## config.mk

```make
export PLATFORM = sky130hd
export DESIGN_NAME = alu_input_loader
export DESIGN_NICKNAME = d
export VERILOG_FILES = /design/src/rtl/alu_input_loader_pkg.sv /design/src/rtl/alu_input_loader_btn_debouncer.sv /design/src/rtl/alu_input_loader.sv
export SDC_FILE = /design/constraint.sdc
export NUM_CORES = 1
export LEC_CHECK = 0
export ABC_CLOCK_PERIOD_IN_PS = 1500
export BUFFER_PORTS_ARGS = -buffer_cell sky130_fd_sc_hd__buf_4
export CAP_MARGIN = 20
export CELL_PAD_IN_SITES_DETAIL_PLACEMENT = 1
export CELL_PAD_IN_SITES_GLOBAL_PLACEMENT = 1
export CORE_MARGIN = 2
export CORE_UTILIZATION = 45
export CTS_CLUSTER_DIAMETER = 100
export DETAILED_ROUTE_END_ITERATION = 7
export PLACE_DENSITY = 0.82
export SKIP_LAST_GASP = 1
export SLEW_MARGIN = 40
export SYNTH_ARGS = -nofsm -noshare
export SYNTH_HDL_FRONTEND = slang
export SYNTH_HIERARCHICAL = 1
export SYNTH_SLANG_ARGS = --single-unit
export TNS_END_PERCENT = 100
```

## constraint.sdc

```tcl
create_clock -name clk -period 1.5 [get_ports clk]
set_clock_uncertainty 0.2 [all_clocks]
set_input_delay 0 -clock clk [delete_from_list [all_inputs] [get_ports clk]]
set_output_delay 0 -clock clk [all_outputs]
set_load 0.005 [all_outputs]
```

## src/rtl/alu_input_loader_pkg.sv

```systemverilog
`default_nettype none
// ============================================================================
//  Module      : alu_input_loader_pkg
//  Description : Shared definitions for the ALU input loader and the ALU:
//                opcode encodings, default widths, debouncer state encoding
//                and button indices.
//  Revision    : 1.0 - initial release
// ============================================================================
package alu_input_loader_pkg;

  // Default datapath widths shared with the ALU
  localparam int NB_DATA_DEF = 4;
  localparam int NB_OP_DEF   = 6;

  // ALU opcode encodings
  localparam logic [5:0] OP_ADD = 6'b100000;
  localparam logic [5:0] OP_SUB = 6'b100010;
  localparam logic [5:0] OP_AND = 6'b100100;
  localparam logic [5:0] OP_OR  = 6'b100101;
  localparam logic [5:0] OP_XOR = 6'b100110;
  localparam logic [5:0] OP_SRA = 6'b000011;
  localparam logic [5:0] OP_SRL = 6'b000010;
  localparam logic [5:0] OP_NOR = 6'b100111;

  // Button slots inside the per-button vectors of the top level
  localparam int BTN_A  = 0;
  localparam int BTN_B  = 1;
  localparam int BTN_OP = 2;

  // Debounce FSM: stable low, qualifying a rise, stable high, qualifying a fall
  typedef enum logic [1:0] {
    IDLE_LOW  = 2'd0,
    WAIT_HIGH = 2'd1,
    IDLE_HIGH = 2'd2,
    WAIT_LOW  = 2'd3
  } deb_state_t;

endpackage : alu_input_loader_pkg
`default_nettype wire

```

## src/rtl/alu_input_loader_btn_debouncer.sv

```systemverilog
`default_nettype none
// ============================================================================
//  Module      : btn_debouncer
//  Description : 2-FF synchroniser plus debounce FSM for one push-button.
//                A level change is accepted only after DEBOUNCE_CYCLES
//                consecutive stable synchronised samples; an accepted press
//                yields a single registered one-cycle pulse.
//  Revision    : 1.0 - initial release
// ============================================================================
module btn_debouncer
  import alu_input_loader_pkg::*;
#(
  parameter int DEBOUNCE_CYCLES = 500000
) (
  input  logic clk,
  input  logic i_reset,
  input  logic i_btn,
  output logic o_pulse,
  output logic o_level
);

  localparam int              NB_CNT     = (DEBOUNCE_CYCLES > 1) ? $clog2(DEBOUNCE_CYCLES) : 1;
  localparam logic [NB_CNT-1:0] c_cnt_last = NB_CNT'(DEBOUNCE_CYCLES - 1);

  logic              r_btn_meta;
  logic              r_btn_s;
  deb_state_t        r_state;
  deb_state_t        w_state_next;
  logic [NB_CNT-1:0] r_count;
  logic [NB_CNT-1:0] w_count_next;
  logic              r_pulse;
  logic              w_pulse_next;

  // Bring the asynchronous button into the clock domain
  always_ff @(posedge clk or posedge i_reset) begin
    if (i_reset) begin
      r_btn_meta <= 1'b0;
      r_btn_s    <= 1'b0;
    end else begin
      r_btn_meta <= i_btn;
      r_btn_s    <= r_btn_meta;
    end
  end

  // FSM state, stability counter and registered load pulse
  always_ff @(posedge clk or posedge i_reset) begin
    if (i_reset) begin
      r_state <= IDLE_LOW;
      r_count <= '0;
      r_pulse <= 1'b0;
    end else begin
      r_state <= w_state_next;
      r_count <= w_count_next;
      r_pulse <= w_pulse_next;
    end
  end

  // Next state: count saturates at the last value, so it never wraps
  always_comb begin
    w_state_next = r_state;
    w_count_next = r_count;
    w_pulse_next = 1'b0;
    case (r_state)
      IDLE_LOW: begin
        if (r_btn_s) begin
          w_state_next = WAIT_HIGH;
          w_count_next = '0;
        end
      end
      WAIT_HIGH: begin
        if (!r_btn_s) begin
          w_state_next = IDLE_LOW;
        end else if (r_count == c_cnt_last) begin
          w_state_next = IDLE_HIGH;
          w_pulse_next = 1'b1;
        end else begin
          w_count_next = r_count + NB_CNT'(1);
        end
      end
      IDLE_HIGH: begin
        if (!r_btn_s) begin
          w_state_next = WAIT_LOW;
          w_count_next = '0;
        end
      end
      WAIT_LOW: begin
        if (r_btn_s) begin
          w_state_next = IDLE_HIGH;
        end else if (r_count == c_cnt_last) begin
          w_state_next = IDLE_LOW;
        end else begin
          w_count_next = r_count + NB_CNT'(1);
        end
      end
      default: begin
        w_state_next = IDLE_LOW;
        w_count_next = '0;
      end
    endcase
  end

  assign o_pulse = r_pulse;
  assign o_level = (r_state == IDLE_HIGH) || (r_state == WAIT_LOW);

endmodule : btn_debouncer
`default_nettype wire

```

## src/rtl/alu_input_loader.sv

```systemverilog
`default_nettype none
// ============================================================================
//  Module      : alu_input_loader
//  Description : Captures operand A, operand B and the opcode from the slide
//                switches on debounced push-button presses and holds them
//                for the ALU. o_valid rises once all three have been loaded.
//  Revision    : 1.0 - initial release
// ============================================================================
module alu_input_loader
  import alu_input_loader_pkg::*;
#(
  parameter int NB_DATA         = NB_DATA_DEF,
  parameter int NB_OP           = NB_OP_DEF,
  parameter int NB_SW           = 8,
  parameter int DEBOUNCE_CYCLES = 500000
) (
  input  logic               clk,
  input  logic               i_reset,
  input  logic [NB_SW-1:0]   i_switches,
  input  logic               i_btn_a,
  input  logic               i_btn_b,
  input  logic               i_btn_op,
  output logic [NB_DATA-1:0] o_datoA,
  output logic [NB_DATA-1:0] o_datoB,
  output logic [NB_OP-1:0]   o_operation,
  output logic               o_valid
);

  localparam logic [NB_OP-1:0] c_op_reset = NB_OP'(OP_ADD);

  logic               r_rst_meta;
  logic               r_rst;
  logic [NB_SW-1:0]   r_sw_meta;
  logic [NB_SW-1:0]   r_sw_s;
  logic [2:0]         w_btn_raw;
  logic [2:0]         w_pulse;
  logic [2:0]         w_unused_level;
  logic               w_unused_sw;
  logic [NB_DATA-1:0] r_dato_a;
  logic [NB_DATA-1:0] r_dato_b;
  logic [NB_OP-1:0]   r_operation;
  logic [2:0]         r_loaded;
  logic               r_valid;

  // Reset asserts immediately and releases on a clock edge two cycles later
  always_ff @(posedge clk or posedge i_reset) begin
    if (i_reset) begin
      r_rst_meta <= 1'b1;
      r_rst      <= 1'b1;
    end else begin
      r_rst_meta <= 1'b0;
      r_rst      <= r_rst_meta;
    end
  end

  // Switch synchroniser; every load takes its value from r_sw_s
  always_ff @(posedge clk or posedge r_rst) begin
    if (r_rst) begin
      r_sw_meta <= '0;
      r_sw_s    <= '0;
    end else begin
      r_sw_meta <= i_switches;
      r_sw_s    <= r_sw_meta;
    end
  end

  assign w_btn_raw   = {i_btn_op, i_btn_b, i_btn_a};
  // Upper switch bits beyond the operand/opcode widths are not loaded anywhere
  assign w_unused_sw = ^r_sw_s;

  for (genvar gi = 0; gi < 3; gi++) begin : g_btn
    btn_debouncer #(
      .DEBOUNCE_CYCLES (DEBOUNCE_CYCLES)
    ) u_debouncer (
      .clk     (clk),
      .i_reset (r_rst),
      .i_btn   (w_btn_raw[gi]),
      .o_pulse (w_pulse[gi]),
      .o_level (w_unused_level[gi])
    );
  end

  // Load registers; simultaneous pulses all load on the same edge
  always_ff @(posedge clk or posedge r_rst) begin
    if (r_rst) begin
      r_dato_a    <= '0;
      r_dato_b    <= '0;
      r_operation <= c_op_reset;
    end else begin
      if (w_pulse[BTN_A])  r_dato_a    <= r_sw_s[NB_DATA-1:0];
      if (w_pulse[BTN_B])  r_dato_b    <= r_sw_s[NB_DATA-1:0];
      if (w_pulse[BTN_OP]) r_operation <= r_sw_s[NB_OP-1:0];
    end
  end

  // Sticky loaded flags and registered valid, cleared only by reset
  always_ff @(posedge clk or posedge r_rst) begin
    if (r_rst) begin
      r_loaded <= '0;
      r_valid  <= 1'b0;
    end else begin
      r_loaded <= r_loaded | w_pulse;
      r_valid  <= &r_loaded;
    end
  end

  assign o_datoA     = r_dato_a;
  assign o_datoB     = r_dato_b;
  assign o_operation = r_operation;
  assign o_valid     = r_valid;

endmodule : alu_input_loader
`default_nettype wire
```

After elaboration in Yosys (flattened, before gate mapping)
Cells that the tools add are included.

Register bits: 104.

Equality and inequality tests: 30. Reductions and logical operators: 10. $add $sub $neg: 3. Muxes and demuxes: 48. Bitwise logic cells: 1.

Operators with widths (count): 2-to-1 mux 19 bit (15); case mux 19 bit (4 select lines) (3); adder 19 x 1 -> 19 bit (second input constant) (3); == test 19 bit (second input constant) (3); 2-to-1 mux 2 bit (18); case mux 2 bit (4 select lines) (3); AND reduction 4 bit (6); == test 2 bit (second input constant) (6); != test 2 x 1 -> 1 bit (second input constant) (6); != test 2 bit (second input constant) (6); 2-to-1 mux 1 bit (9); != test 3 x 1 -> 1 bit (second input constant) (3); != test 3 bit (second input constant) (3); == test 2 x 1 -> 1 bit (second input constant) (3); zero test 2 bit (3); bitwise OR 3 bit (1); AND reduction 3 bit (1).

Longest topological paths before layout
Gate-level depths: netlist of run 1.

Depth after elaboration: 4. Depth in mapped cells: 7. Gate-level depth less buffers: 6.

By module
Netlist of run 1, hierarchy kept.

Modules (own cells, without submodules): btn_debouncer at g_btn[0].u_debouncer ... (sequential area each 600.6 um^2, cells an instance 140, instances 2, area an instance 1341.3 um^2); btn_debouncer at g_btn[2].u_debouncer (sequential area each 600.6 um^2, cells an instance 149, instances 1, area an instance 1401.3 um^2); alu_input_loader (sequential area each 804.5 um^2, cells an instance 54, instances 1, area an instance 1032.2 um^2).

Worst setup path after synthesis of run 1
No wires, ideal clock.

Path kind: register to register. Start: register g_btn[2].u_debouncer.r_count[0]. End: register g_btn[2].u_debouncer.r_count[14]. Cell stages (with the launch flop): 8. Library setup time: 126 ps. Period minus slack after synthesis: 2011 ps. Data arrival time: 1685 ps. Path slack: -511 ps. Cell sequence: dfrtp_1 > ha_1 > nand4_1 > or3_4 > o21ba_1 > buf_6 > a21oi_2 > mux2i_1.

Word-level cells in the longest chain between the ends: 4. Elaborated cells between the ends (all ways): 6.

Ends and longest elaborated chain: from (decl) (RTL line alu_input_loader_btn_debouncer.sv:29) `logic [NB_CNT-1:0] r_count;`; from (signal assigned) (RTL line alu_input_loader_btn_debouncer.sv:53) `r_count <= w_count_next;`; adder 19 x 1 -> 19 bit / == test 19 bit (equally long branches); 2-to-1 mux 19 bit * (RTL line alu_input_loader_btn_debouncer.sv:73, alu_input_loader_btn_debouncer.sv:89); 2-to-1 mux 19 bit, on equally long branches (RTL line alu_input_loader_btn_debouncer.sv:87, alu_input_loader_btn_debouncer.sv:71); case mux 19 bit (4 select lines) * (RTL line alu_input_loader_btn_debouncer.sv:63) `case (r_state)`.

Every way passes the cells marked *; elsewhere a longest branch is shown, timed or not. The select of a mux whose other input is x is not followed. A chain may end at the register's enable or synchronous reset.

Final worst setup path of run 1
Start: register g_btn[0].u_debouncer.r_count[1]. End: register g_btn[0].u_debouncer.r_count[11].

Word-level cells in the longest chain between the ends: 4. Elaborated cells between the ends (all ways): 6.

Ends and longest elaborated chain (RTL line): from (decl) (alu_input_loader_btn_debouncer.sv:29); from (signal assigned) (alu_input_loader_btn_debouncer.sv:53); adder 19 x 1 -> 19 bit / == test 19 bit (equally long branches); 2-to-1 mux 19 bit * (alu_input_loader_btn_debouncer.sv:73, alu_input_loader_btn_debouncer.sv:89); 2-to-1 mux 19 bit, on equally long branches (alu_input_loader_btn_debouncer.sv:87, alu_input_loader_btn_debouncer.sv:71); case mux 19 bit (4 select lines) * (alu_input_loader_btn_debouncer.sv:63).

Marks and branches as above.

==> results.py, run 1 <==
metrics = {
    "run_status": {
        "status": "finished, violations left",
        "violations": "negative setup slack",
    },
    "clocking": {
        "h-tree-depth": 3,
        "cts_buffer_depth": 2,
        "numCtsBuffers": 9,
        "tritoncts": "yes",
        "path_clk_slew_ns": 0.09,
        "clockRootBuffer": "clkbuf_16",
        "clk_latency_ns": 0.37,
        "cts_sinks": 104,
    },
    "layout": {
        "fin_util_pct": 74.4,
        "multi_input_area_um2": 3110,
        "area.growth.synth_to_final_pct": 59.4,
        "fillerInstances": 1070,
        "drive_above_1_share_pct": 57.8,
        "final_cells": 834,
        "diodes": 0,
        "seqCellArea_um2": 2610,
        "nets": 705,
    },
    "route": {
        "antenna_left": 0,
        "vias": 5889,
        "drt_iter0_drc": 494,
        "drtPass1Iterations": 5,
        "routed_wl_mm": 29.5,
        "vias_per_cell": 7.06,
        "wl_per_cell_um": 35.3,
        "drc": 0,
    },
    "synthesis": {
        "yosysWarnings": 6,
        "synth_fp_nets": 496,
        "syn_area_um2": 5100,
        "synthCells": 480,
        "syn_avg_cell_area_um2": 10.6,
    },
    "timing": {
        "max_slew_margin_pct": 62.6,
        "setup_tns_ns": -43.05,
        "tightest_slew_ns": 0.559,
        "finalCritPeriodShare_pct": 197,
        "hold_viol_final": 0,
        "fmax_ghz": 0.338,
        "worst_slack_ns": -1.46,
        "rsz0062_at_grt": "true",
        "final_max_slew_viol_count": 0,
        "period_needed_ns": 2.96,
        "setup_viol": 66,
    },
    "grt": {
        "grt_start_max_net_pins": 31,
        "grt.overflow.total": 0,
        "grt_first_pass_wirelength_mm": 36.2,
        "grt_antenna_before_repair": 0,
        "grt_usage_pct": 38.6,
        "grt_pass1_vias": 6009,
    },
    "setup_path": {
        "path_cells": "buf_4 > buf_4 > nand4_1 > nor3_2 > buf_4 > nand3_1 > xor2_1 > o21ai_2",
        "worstPathArrival_ns": 3.00,
        "worst-path-buf-inv": 3,
        "cp_max_fo": 5,
        "slowest_stage": "nor3_2",
        "crit_type": "reg2reg",
        "startpoint_type": "flop",
        "worst_setup_path_end_kind": "flop",
        "crit_top_cell": "buf_4",
        "slowest_delay_ns": 0.62,
        "cp.required_ns": 1.55,
        "path_delay_family": "simple AND/OR/NAND/NOR gates",
    },
    "power_and_ir_drop": {
        "power_per_cell_area_nw_per_um2": 800,
        "leakage_nw": 3.70,
        "ir_drop_mv": 1.03,
    },
    "floorplanning": {
        "placementRows": 38,
        "start_util_pct": 46.7,
        "die_x_um": 111,
        "die_h_um": 111,
        "coreArea_um2": 10900,
        "ios": 28,
        "dieArea_um2": 12200,
    },
    "placed_design": {
        "io_buffer_count": 25,
        "place_inst": 755,
        "gp_congestion": 0.812,
        "dp_hpwl_mm": 11.8,
    },
    "run": {
        "cap_violations": 0,
    },
    "hold_path": {
        "hp-class": "in2async",
    },
}
## cell usage in the layout (no fill, tap or decap), types with 4 or more instances in the layout
cell type	n
a21o_1	5
a21oi_2	12
and3_1	5
and3_4	6
and4_4	5
buf_4	155
buf_6	45
clkbuf_16	9
dfrtp_1	97
dfrtp_2	4
dlygate4sd3_1	11
inv_1	23
inv_6	4
mux2_2	8
mux2_4	9
nand2_1	37
nand2_2	10
nand2_4	6
nand3_1	35
nand3_2	13
nand3_4	4
nand4_1	19
nor2_1	7
nor4_4	5
o211ai_1	6
o21ai_1	12
o21ai_2	13
o21ai_4	7
o311ai_2	6
or3_1	7
or3_4	7
or4_4	7
xnor2_1	5
## final timing paths
check                      slack (ns)                                           end                                   startpoint  cells past startpoint
min reg2reg                      0.16                           r_sw_s[5]$_DFF_PP0_                       r_sw_meta[5]$_DFF_PP0_                      0
max                             -1.46  g_btn[0].u_debouncer/r_count[11]$_DFFE_PP0P_  g_btn[0].u_debouncer/r_count[1]$_DFFE_PP0P_                      8
min in group clk                 0.09                        r_sw_meta[0]$_DFF_PP0_                                i_switches[0]                      2
max reg2reg                     -1.46  g_btn[0].u_debouncer/r_count[11]$_DFFE_PP0P_  g_btn[0].u_debouncer/r_count[1]$_DFFE_PP0P_                      8
min                              0.06                               r_rst$_DFF_PP1_                                      i_reset                      3
max in group asynchronous        0.07  g_btn[2].u_debouncer/r_count[11]$_DFFE_PP0P_                              r_rst$_DFF_PP1_                      3
## per-layer routing
layer	vias up	GRT usage [%]	wire [µm]
met4	0	23.3	2900
li1	2187	-	-
met2	465	68.7	14000
met5	-	0	0
met3	240	7.68	2560
met1	2997	42.4	10100
## per-stage QoR
step / setup slack, ns / power, mW / instance area [µm²] / hold slack, ns
final: -1.46 / 6.51 / 8140 / 0.0637
after global routing: -1.58 / 6.63 / 8140 / 0.0809
after CTS: -0.575 / 6.14 / 7550 / 0.0107
after detailed placement: -0.680 / 3.64 / 6370 / -0.154
after global placement: -0.562 / 3.57 / 6370 / -0.157
after floorplan: -0.501 / 3.31 / 5160 / -0.289
## worst reg2reg max path, stage by stage (launching register included)
cell	delay, ns
dfrtp_1	0.38
buf_4	0.12
buf_4	0.11
nand4_1	0.38
nor3_2	0.62
buf_4	0.28
nand3_1	0.18
xor2_1	0.45
o21ai_2	0.12
## cell type report
class | instances | share of cell area, %
Inverter | 26 | 1.29
Clock inverter | 7 | 0.861
Timing Repair Buffer | 214 | 22.6
Multi-Input combinational cell | 334 | 38.3
Tap cell | 140 | 2.15
Sequential cell | 104 | 32.1
Clock buffer | 9 | 2.77
## report_power, final
group	switching, mW	total (mW)	internal (mW)
logic	0.572	0.992	0.419
clock network	1.33	2.52	1.19
registers	0.0969	3.00	2.90
total	2.00	6.51	4.51
## registers in the layout (all words and copies together), names as in the netlist, named ones only
| name | count |
|---|---|
| r_rst | 1 |
| r_loaded | 3 |
| r_sw_meta | 6 |
| g_btn.u_debouncer/r_state | 3 |
| o_valid | 1 |
| r_rst_meta | 1 |
| g_btn.u_debouncer/r_count | 57 |
| o_operation | 6 |
| g_btn.u_debouncer/o_pulse | 3 |
| o_datoA | 4 |
| g_btn.u_debouncer/r_btn_s | 3 |
| g_btn.u_debouncer/r_btn_meta | 3 |
| o_datoB | 4 |
| r_sw_s | 6 |
## repair_timing
item | CTS | global route
setup buffers | 33 | 32
endpoints found under the hold margin | 12 | 0
pin swaps | 74 | 63
gates resized for setup | 140 | 102
endpoints found under the setup margin | 66 | 89
hold buffers | 11 | 0
cloned | 1 | 0
(Power assumes the default switching activity.)
==> inputs of run 2 (changes only) <==
--- a/config.mk
+++ b/config.mk
@@ -5,16 +5,16 @@
 export SDC_FILE = /design/constraint.sdc
 export NUM_CORES = 1
 export LEC_CHECK = 0
-export ABC_CLOCK_PERIOD_IN_PS = 1500
+export ABC_CLOCK_PERIOD_IN_PS = 2700
 export BUFFER_PORTS_ARGS = -buffer_cell sky130_fd_sc_hd__buf_4
 export CAP_MARGIN = 20
 export CELL_PAD_IN_SITES_DETAIL_PLACEMENT = 1
 export CELL_PAD_IN_SITES_GLOBAL_PLACEMENT = 1
 export CORE_MARGIN = 2
-export CORE_UTILIZATION = 45
+export CORE_UTILIZATION = 44
 export CTS_CLUSTER_DIAMETER = 100
 export DETAILED_ROUTE_END_ITERATION = 7
-export PLACE_DENSITY = 0.82
+export PLACE_DENSITY = 0.84
 export SKIP_LAST_GASP = 1
 export SLEW_MARGIN = 40
 export SYNTH_ARGS = -nofsm -noshare
==> constraint.sdc (replaced) <==
create_clock -name clk -period 2.7 [get_ports clk]
set_clock_uncertainty 0.2 [all_clocks]
set_input_delay 0 -clock clk [delete_from_list [all_inputs] [get_ports clk]]
set_output_delay 0 -clock clk [all_outputs]
set_load 0.005 [all_outputs]
==> run 2 against run 1 <==
Effect of this change:
- the run now ends clean
- non-clock buffer count shrank 172
- clock-buffer cell count unchanged
- first-iteration DRC count decreased by 48%
- cell area is 29% lower
- cell count is 21% lower
- die area grew 2.2%
- sequential power shrank 43%
- core utilization down 23 points
- highest routed layer unchanged
- critical path depth decreased by 2
- total power shrank 52%
- wire length is 56% lower
==> results.py, run 2 (synthesis gave the netlist of run 1 again) <==
metrics = {
    "run_status": {
        "status": "finished clean",
    },
    "layout": {
        "fin_util_pct": 50.9,
        "final_cell_mix": "101 x dfrtp_1, 52 x nand3_1, 52 x nand2_1",
        "multi_input_area_um2": 2290,
        "final_common_cell": "dfrtp_1",
        "fillerInstances": 1226,
        "area.growth.synth_to_final_pct": 13.4,
        "largest_reg_flops": 57,
        "seqCellArea_um2": 2610,
        "top_register": "g_btn.u_debouncer/r_count",
        "drive_above_1_share_pct": 19.6,
        "diodes": 0,
        "nets": 532,
    },
    "clocking": {
        "cts_sinks": 104,
        "cts_hold_buf": 10,
        "clk_latency_ns": 0.36,
        "cts_buffer_depth": 2,
        "numCtsBuffers": 9,
        "path_clk_slew_ns": 0.07,
        "tritoncts": "yes",
        "post_cts_resized": 0,
        "post_cts_buffers": 0,
        "clockRootBuffer": "clkbuf_16",
        "h-tree-depth": 3,
    },
    "power_and_ir_drop": {
        "pwr-share-seq_pct": 53.9,
        "switching_share_pct": 26.2,
        "combPwrFrac_pct": 6.3,
        "ir_drop_mv": 0.503,
        "internal-power_mw": 2.32,
        "leakage_nw": 2.49,
        "p_clk_share_pct": 39.8,
        "power_per_cell_area_nw_per_um2": 543,
        "switchingPower_uw": 824,
    },
    "setup_path": {
        "worstSetupEndpoint": "g_btn[2].u_debouncer/r_count[11]$_DFFE_PP0P_",
        "cp.required_ns": 2.72,
        "path_delay_family": "simple AND/OR/NAND/NOR gates",
        "worst-path-buf-inv": 0,
        "slowest_stage": "dfrtp_1",
        "rrSetupSlack_ns": 0.24,
        "rr_worst_depth": 6,
        "cp.depth": 6,
        "startpoint_type": "flop",
        "regToRegStartpoint": "g_btn[2].u_debouncer/r_count[1]$_DFFE_PP0P_",
        "path_cells": "ha_1 > nand4_1 > or3_4 > o21ba_1 > o21ai_0 > o21ai_0",
        "worstPathArrival_ns": 2.49,
        "crit_start": "g_btn[2].u_debouncer/r_count[1]$_DFFE_PP0P_",
        "crit_top_cell": "o21ai_0",
        "cp_max_fo": 11,
        "crit_type": "reg2reg",
        "crit-reg2reg-capture": "g_btn[2].u_debouncer/r_count[11]$_DFFE_PP0P_",
        "worst_setup_path_end_kind": "flop",
        "slowest_delay_ns": 0.48,
    },
    "timing": {
        "rsz0062_at_grt": "false",
        "finalCritPeriodShare_pct": 91.3,
        "setup_viol": 0,
        "fmax_ghz": 0.406,
        "setup_tns_ns": 0,
        "max_slew_margin_pct": 55.4,
        "final_max_slew_viol_count": 0,
        "hold_viol_final": 0,
        "tightest_slew_ns": 0.664,
        "period_needed_ns": 2.46,
    },
    "run": {
        "cap_violations": 0,
    },
    "floorplanning": {
        "ios": 28,
        "dieArea_um2": 12500,
        "die_x_um": 112,
        "start_util_pct": 44.9,
        "die_h_um": 112,
        "coreArea_um2": 11400,
        "placementRows": 39,
    },
    "grt": {
        "grt_antenna_before_repair": 0,
        "grt_usage_pct": 22.0,
        "grt_start_max_net_pins": 31,
        "grt_pass1_vias": 4414,
        "grt_first_pass_wirelength_mm": 21.9,
        "grt.overflow.total": 0,
    },
    "route": {
        "wl_per_cell_um": 19.6,
        "drt_iter0_drc": 255,
        "vias": 4055,
        "vias_per_cell": 6.12,
        "antenna_left": 0,
        "routed_wl_mm": 13.0,
        "drc": 0,
        "drtPass1Iterations": 4,
    },
    "placed_design": {
        "gp_congestion": 0.825,
        "dp_hpwl_mm": 8.99,
        "io_buffer_count": 25,
    },
    "hold_path": {
        "hp-class": "in2async",
    },
}
==> run 2: changes by cell type in the layout (fill, tap and decap cells not counted), sizes merged <==
cell and delta:
buf -171, clkinv -2, clkinvlp +3, o21ba -1, dlygate4sd3 -1, inv -2
==> run 2: per-layer routing <==
| metal | global-route usage, % | wire length, µm |
|---|---|---|
| met5 | 0 | 0 |
| met4 | 7.65 | 325 |
| met3 | 5.55 | 510 |
| met2 | 38.6 | 6780 |
| met1 | 26.2 | 5380 |
==> run 2: layout make-up <==
class,count,share of cell area (%)
inverter,26,1.69
clock inverter,6,0.886
tap,143,3.09
clock buffer,9,3.89
timing repair buffer,42,5.88
multi-input combinational,333,39.5
sequential,104,45.0
==> run 2: worst min path at each step <==
stage / end / slack (ns) / depth (start not counted)
after floorplan: r_rst$_DFF_PP1_ / -0.29 / 1
after global routing: r_rst$_DFF_PP1_ / 0.05 / 3
final: r_rst$_DFF_PP1_ / 0.04 / 3
after CTS: r_rst$_DFF_PP1_ / 0.02 / 3
after global placement: r_rst_meta$_DFF_PP1_ / -0.15 / 2
after detailed placement: r_rst_meta$_DFF_PP1_ / -0.15 / 2
==> run 2: power by group through the flow <==
| stage | Clock, mW | Sequential (mW) | Combinational [mW] |
|---|---|---|---|
| finish | 1.25 | 1.70 | 0.198 |
| CTS | 1.29 | 1.69 | 0.202 |
| global placement | 0 | 1.71 | 0.173 |
| floorplan | 0 | 1.68 | 0.157 |
| detailed placement | 0 | 1.72 | 0.187 |
| global route | 1.34 | 1.70 | 0.226 |
==> run 2: per-stage QoR <==
stage / total power, mW / cells / area, µm² / setup WS [ns] / hold WS [ns]
3_5_place_dp: 1.91 / 638 / 5410 / 0.367 / -0.151
3_3_place_gp: 1.89 / 638 / 5410 / 0.502 / -0.153
5_1_grt: 3.27 / 663 / 5790 / 0.129 / 0.0453
6_report: 3.14 / 663 / 5790 / 0.236 / 0.0357
2_1_floorplan: 1.83 / 480 / 5100 / 0.689 / -0.289
4_1_cts: 3.18 / 663 / 5790 / 0.249 / 0.0176
==> run 2: worst reg2reg max path, delay by kind of cell (launching register included) <==
| family | cells | cell delay, ns |
|---|---|---|
| adders and majority gates | 1 | 0.32 |
| AOI/OAI and AO/OA | 3 | 0.65 |
| DFF | 1 | 0.48 |
| and+or+nand+nor | 2 | 0.68 |
==> inputs of run 3 (changes only) <==
--- a/config.mk
+++ b/config.mk
@@ -11,14 +11,13 @@
 export CELL_PAD_IN_SITES_DETAIL_PLACEMENT = 1
 export CELL_PAD_IN_SITES_GLOBAL_PLACEMENT = 1
 export CORE_MARGIN = 2
-export CORE_UTILIZATION = 44
+export CORE_UTILIZATION = 43
 export CTS_CLUSTER_DIAMETER = 100
 export DETAILED_ROUTE_END_ITERATION = 7
-export PLACE_DENSITY = 0.84
+export PLACE_DENSITY = 0.83
 export SKIP_LAST_GASP = 1
 export SLEW_MARGIN = 40
 export SYNTH_ARGS = -nofsm -noshare
 export SYNTH_HDL_FRONTEND = slang
-export SYNTH_HIERARCHICAL = 1
 export SYNTH_SLANG_ARGS = --single-unit
 export TNS_END_PERCENT = 100
==> run 3 against run 2 <==
Effect of this change:
- via count fell by 7.5%
- wire length shrank 9.9%
- synthesized cell count down 4.0%
- die area fell by 4.3%
- largest power group unchanged
==> results.py, run 3 <==
metrics = {
    "hold_path": {
        "whs_path_depth": 2,
        "hp-class": "in2reg",
    },
    "layout": {
        "area.growth.synth_to_final_pct": 15.0,
        "nets": 521,
        "drive_above_1_share_pct": 16.9,
        "largest_reg_flops": 57,
        "top_register": "g_btn.u_debouncer.r_count",
        "final_common_cell": "dfrtp_1",
        "diodes": 0,
        "final_cell_mix": "101 x dfrtp_1, 53 x nand2_1, 40 x nor2_1",
    },
    "clocking": {
        "post_cts_resized": 0,
        "cts_sinks": 104,
        "clockRootBuffer": "clkbuf_8",
        "numCtsBuffers": 9,
        "cts_buffer_depth": 2,
        "clk_latency_ns": 0.39,
        "post_cts_buffers": 0,
        "h-tree-depth": 3,
        "tritoncts": "yes",
        "path_clk_slew_ns": 0.11,
    },
    "route": {
        "vias": 3752,
        "antenna_left": 0,
        "routed_wl_mm": 11.7,
        "drt_iter0_drc": 138,
        "drtPass1Iterations": 4,
        "drc": 0,
        "wl_per_cell_um": 18.0,
        "vias_per_cell": 5.77,
    },
    "grt": {
        "grt.overflow.total": 0,
        "grt_first_pass_wirelength_mm": 20.1,
        "grt_pass1_vias": 4090,
        "grt_usage_pct": 21.7,
        "grt_antenna_before_repair": 0,
        "grt_start_max_net_pins": 47,
    },
    "power_and_ir_drop": {
        "leakage_nw": 2.44,
        "power_mw": 2.80,
        "power_per_cell_area_nw_per_um2": 510,
        "ir_drop_mv": 0.371,
    },
    "timing": {
        "max_slew_margin_pct": 46.5,
        "hold_viol_final": 0,
        "final_max_slew_viol_count": 0,
        "fmax_ghz": 0.406,
        "finalCritPeriodShare_pct": 91.2,
        "period_needed_ns": 2.46,
        "tightest_slew_ns": 0.800,
        "setup_tns_ns": 0,
        "rsz0062_at_grt": "false",
        "setup_viol": 0,
    },
    "synthesis": {
        "ys_async_sr_fraction_pct": 100,
        "ys_types": 58,
        "syn_area_um2": 4770,
        "yosysWarnings": 0,
        "synth_fp_nets": 477,
        "syn_avg_cell_area_um2": 10.3,
        "yosys.area.top_type": "dfrtp_1",
        "ys_seq_area_share_pct": 54.7,
        "synth-main-ff-cell": "dfrtp_1",
        "yosysMostFrequentCell": "dfrtp_1",
        "synth_edf_count": 0,
        "synth_seq_cells": 104,
        "synthTopCellsByArea": "dfrtp_1 53%, nand2_1 4.2%, mux2_2 4.0%",
        "synthCells": 461,
        "synth.cells.most_frequent": "101 x dfrtp_1, 53 x nand2_1, 40 x nor2_1",
        "yosysTopAreaCellShare_pct": 53.0,
    },
    "run": {
        "cap_violations": 0,
    },
    "setup_path": {
        "rrSetupSlack_ns": 0.24,
        "startpoint_type": "flop",
        "worst_setup_path_end_kind": "flop",
        "crit_type": "reg2reg",
        "crit_start": "g_btn[0].u_debouncer.r_count[7]$_DFFE_PP0P_",
        "worstPathArrival_ns": 2.54,
        "cp.required_ns": 2.78,
        "rr_worst_depth": 5,
        "regToRegStartpoint": "g_btn[0].u_debouncer.r_count[7]$_DFFE_PP0P_",
        "cp_max_fo": 8,
    },
    "floorplanning": {
        "start_util_pct": 44.0,
        "coreArea_um2": 10800,
        "die_x_um": 109,
        "die_h_um": 109,
        "ios": 28,
        "dieArea_um2": 11900,
        "placementRows": 38,
    },
    "placed_design": {
        "dp_hpwl_mm": 7.84,
        "gp_congestion": 0.798,
        "io_buffer_count": 25,
    },
    "run_status": {
        "status": "finished clean",
    },
}
run 3: repair_timing:
action | CTS | global route
endpoints found under the hold margin | 11 | 0
hold buffers | 11 | 0
setup endpoints to repair | 0 | 0
run 3: cell families (layout without fill, tap and decap cells):
kind of cell / after synthesis / after routing / synth area share [%]
AOI/OAI and AO/OA: 78 / 78 / 9.95
xor gates and xnor gates: 18 / 18 / 3.31
adders and majority gates: 3 / 3 / 0.788
buffers and inverters: 27 / 76 / 2.31
DFF: 104 / 104 / 54.7
muxes: 30 / 30 / 6.85
other: 1 / 1 / 0.0787
and+or+nand+nor: 200 / 200 / 22.0
run 3: layout make-up:
| cell class | instances | area (µm²) |
|---|---|---|
| timing repair buffer | 47 | 393 |
| tap | 140 | 175 |
| clock inverter | 7 | 82.6 |
| sequential | 104 | 2610 |
| inverter | 13 | 52.6 |
| multi-input combinational | 330 | 2050 |
| fill | 1214 | 5360 |
| clock buffer | 9 | 124 |
run 3: critical path, cell delays in order (launching register included):
cell and delay [ns]:
dfrtp_1 0.46, or4b_1 0.56, or4_4 0.59, nor2_8 0.17, nand2_4 0.07, mux2_4 0.30
run 3: how the worst min path moves through the flow:
stage                                                 to          start
4_1_cts                           r_sw_meta[3]$_DFF_PP0_  i_switches[3]
2_1_floorplan                            r_rst$_DFF_PP1_        i_reset
6_report                          r_sw_meta[5]$_DFF_PP0_  i_switches[5]
3_5_place_dp                        r_rst_meta$_DFF_PP1_        i_reset
3_3_place_gp                        r_rst_meta$_DFF_PP1_        i_reset
5_1_grt        g_btn[2].u_debouncer.r_btn_meta$_DFF_PP0_       i_btn_op
run 3: layer usage:
layer / vias to the layer above / GRT usage [%] / wire length, µm
li1: 1735 / - / -
met2: 62 / 37.3 / 6130
met5: - / 0 / 0
met4: 0 / 7.96 / 199
met3: 17 / 4.54 / 333
met1: 1938 / 27.1 / 5040
run 3: report_power, final:
part | internal (mW) | switching [mW] | leakage [nW]
clock network | 0.374 | 0.631 | 0.101
registers | 1.59 | 0.0396 | 1.39
logic | 0.0603 | 0.102 | 0.948
run 3: per-stage QoR:
stage / hold slack, ns / cells / setup slack [ns] / instance area (µm²) / util (%)
after floorplan: -0.289 / 461 / 0.379 / 4770 / -
after global placement: -0.166 / 623 / 0.293 / 5170 / 47.7
after detailed placement: -0.148 / 623 / 0.259 / 5170 / 47.7
after CTS: 0.0346 / 650 / 0.247 / 5480 / 50.6
after global routing: 0.0493 / 650 / 0.153 / 5480 / 50.6
final: 0.0604 / 650 / 0.238 / 5480 / 50.6
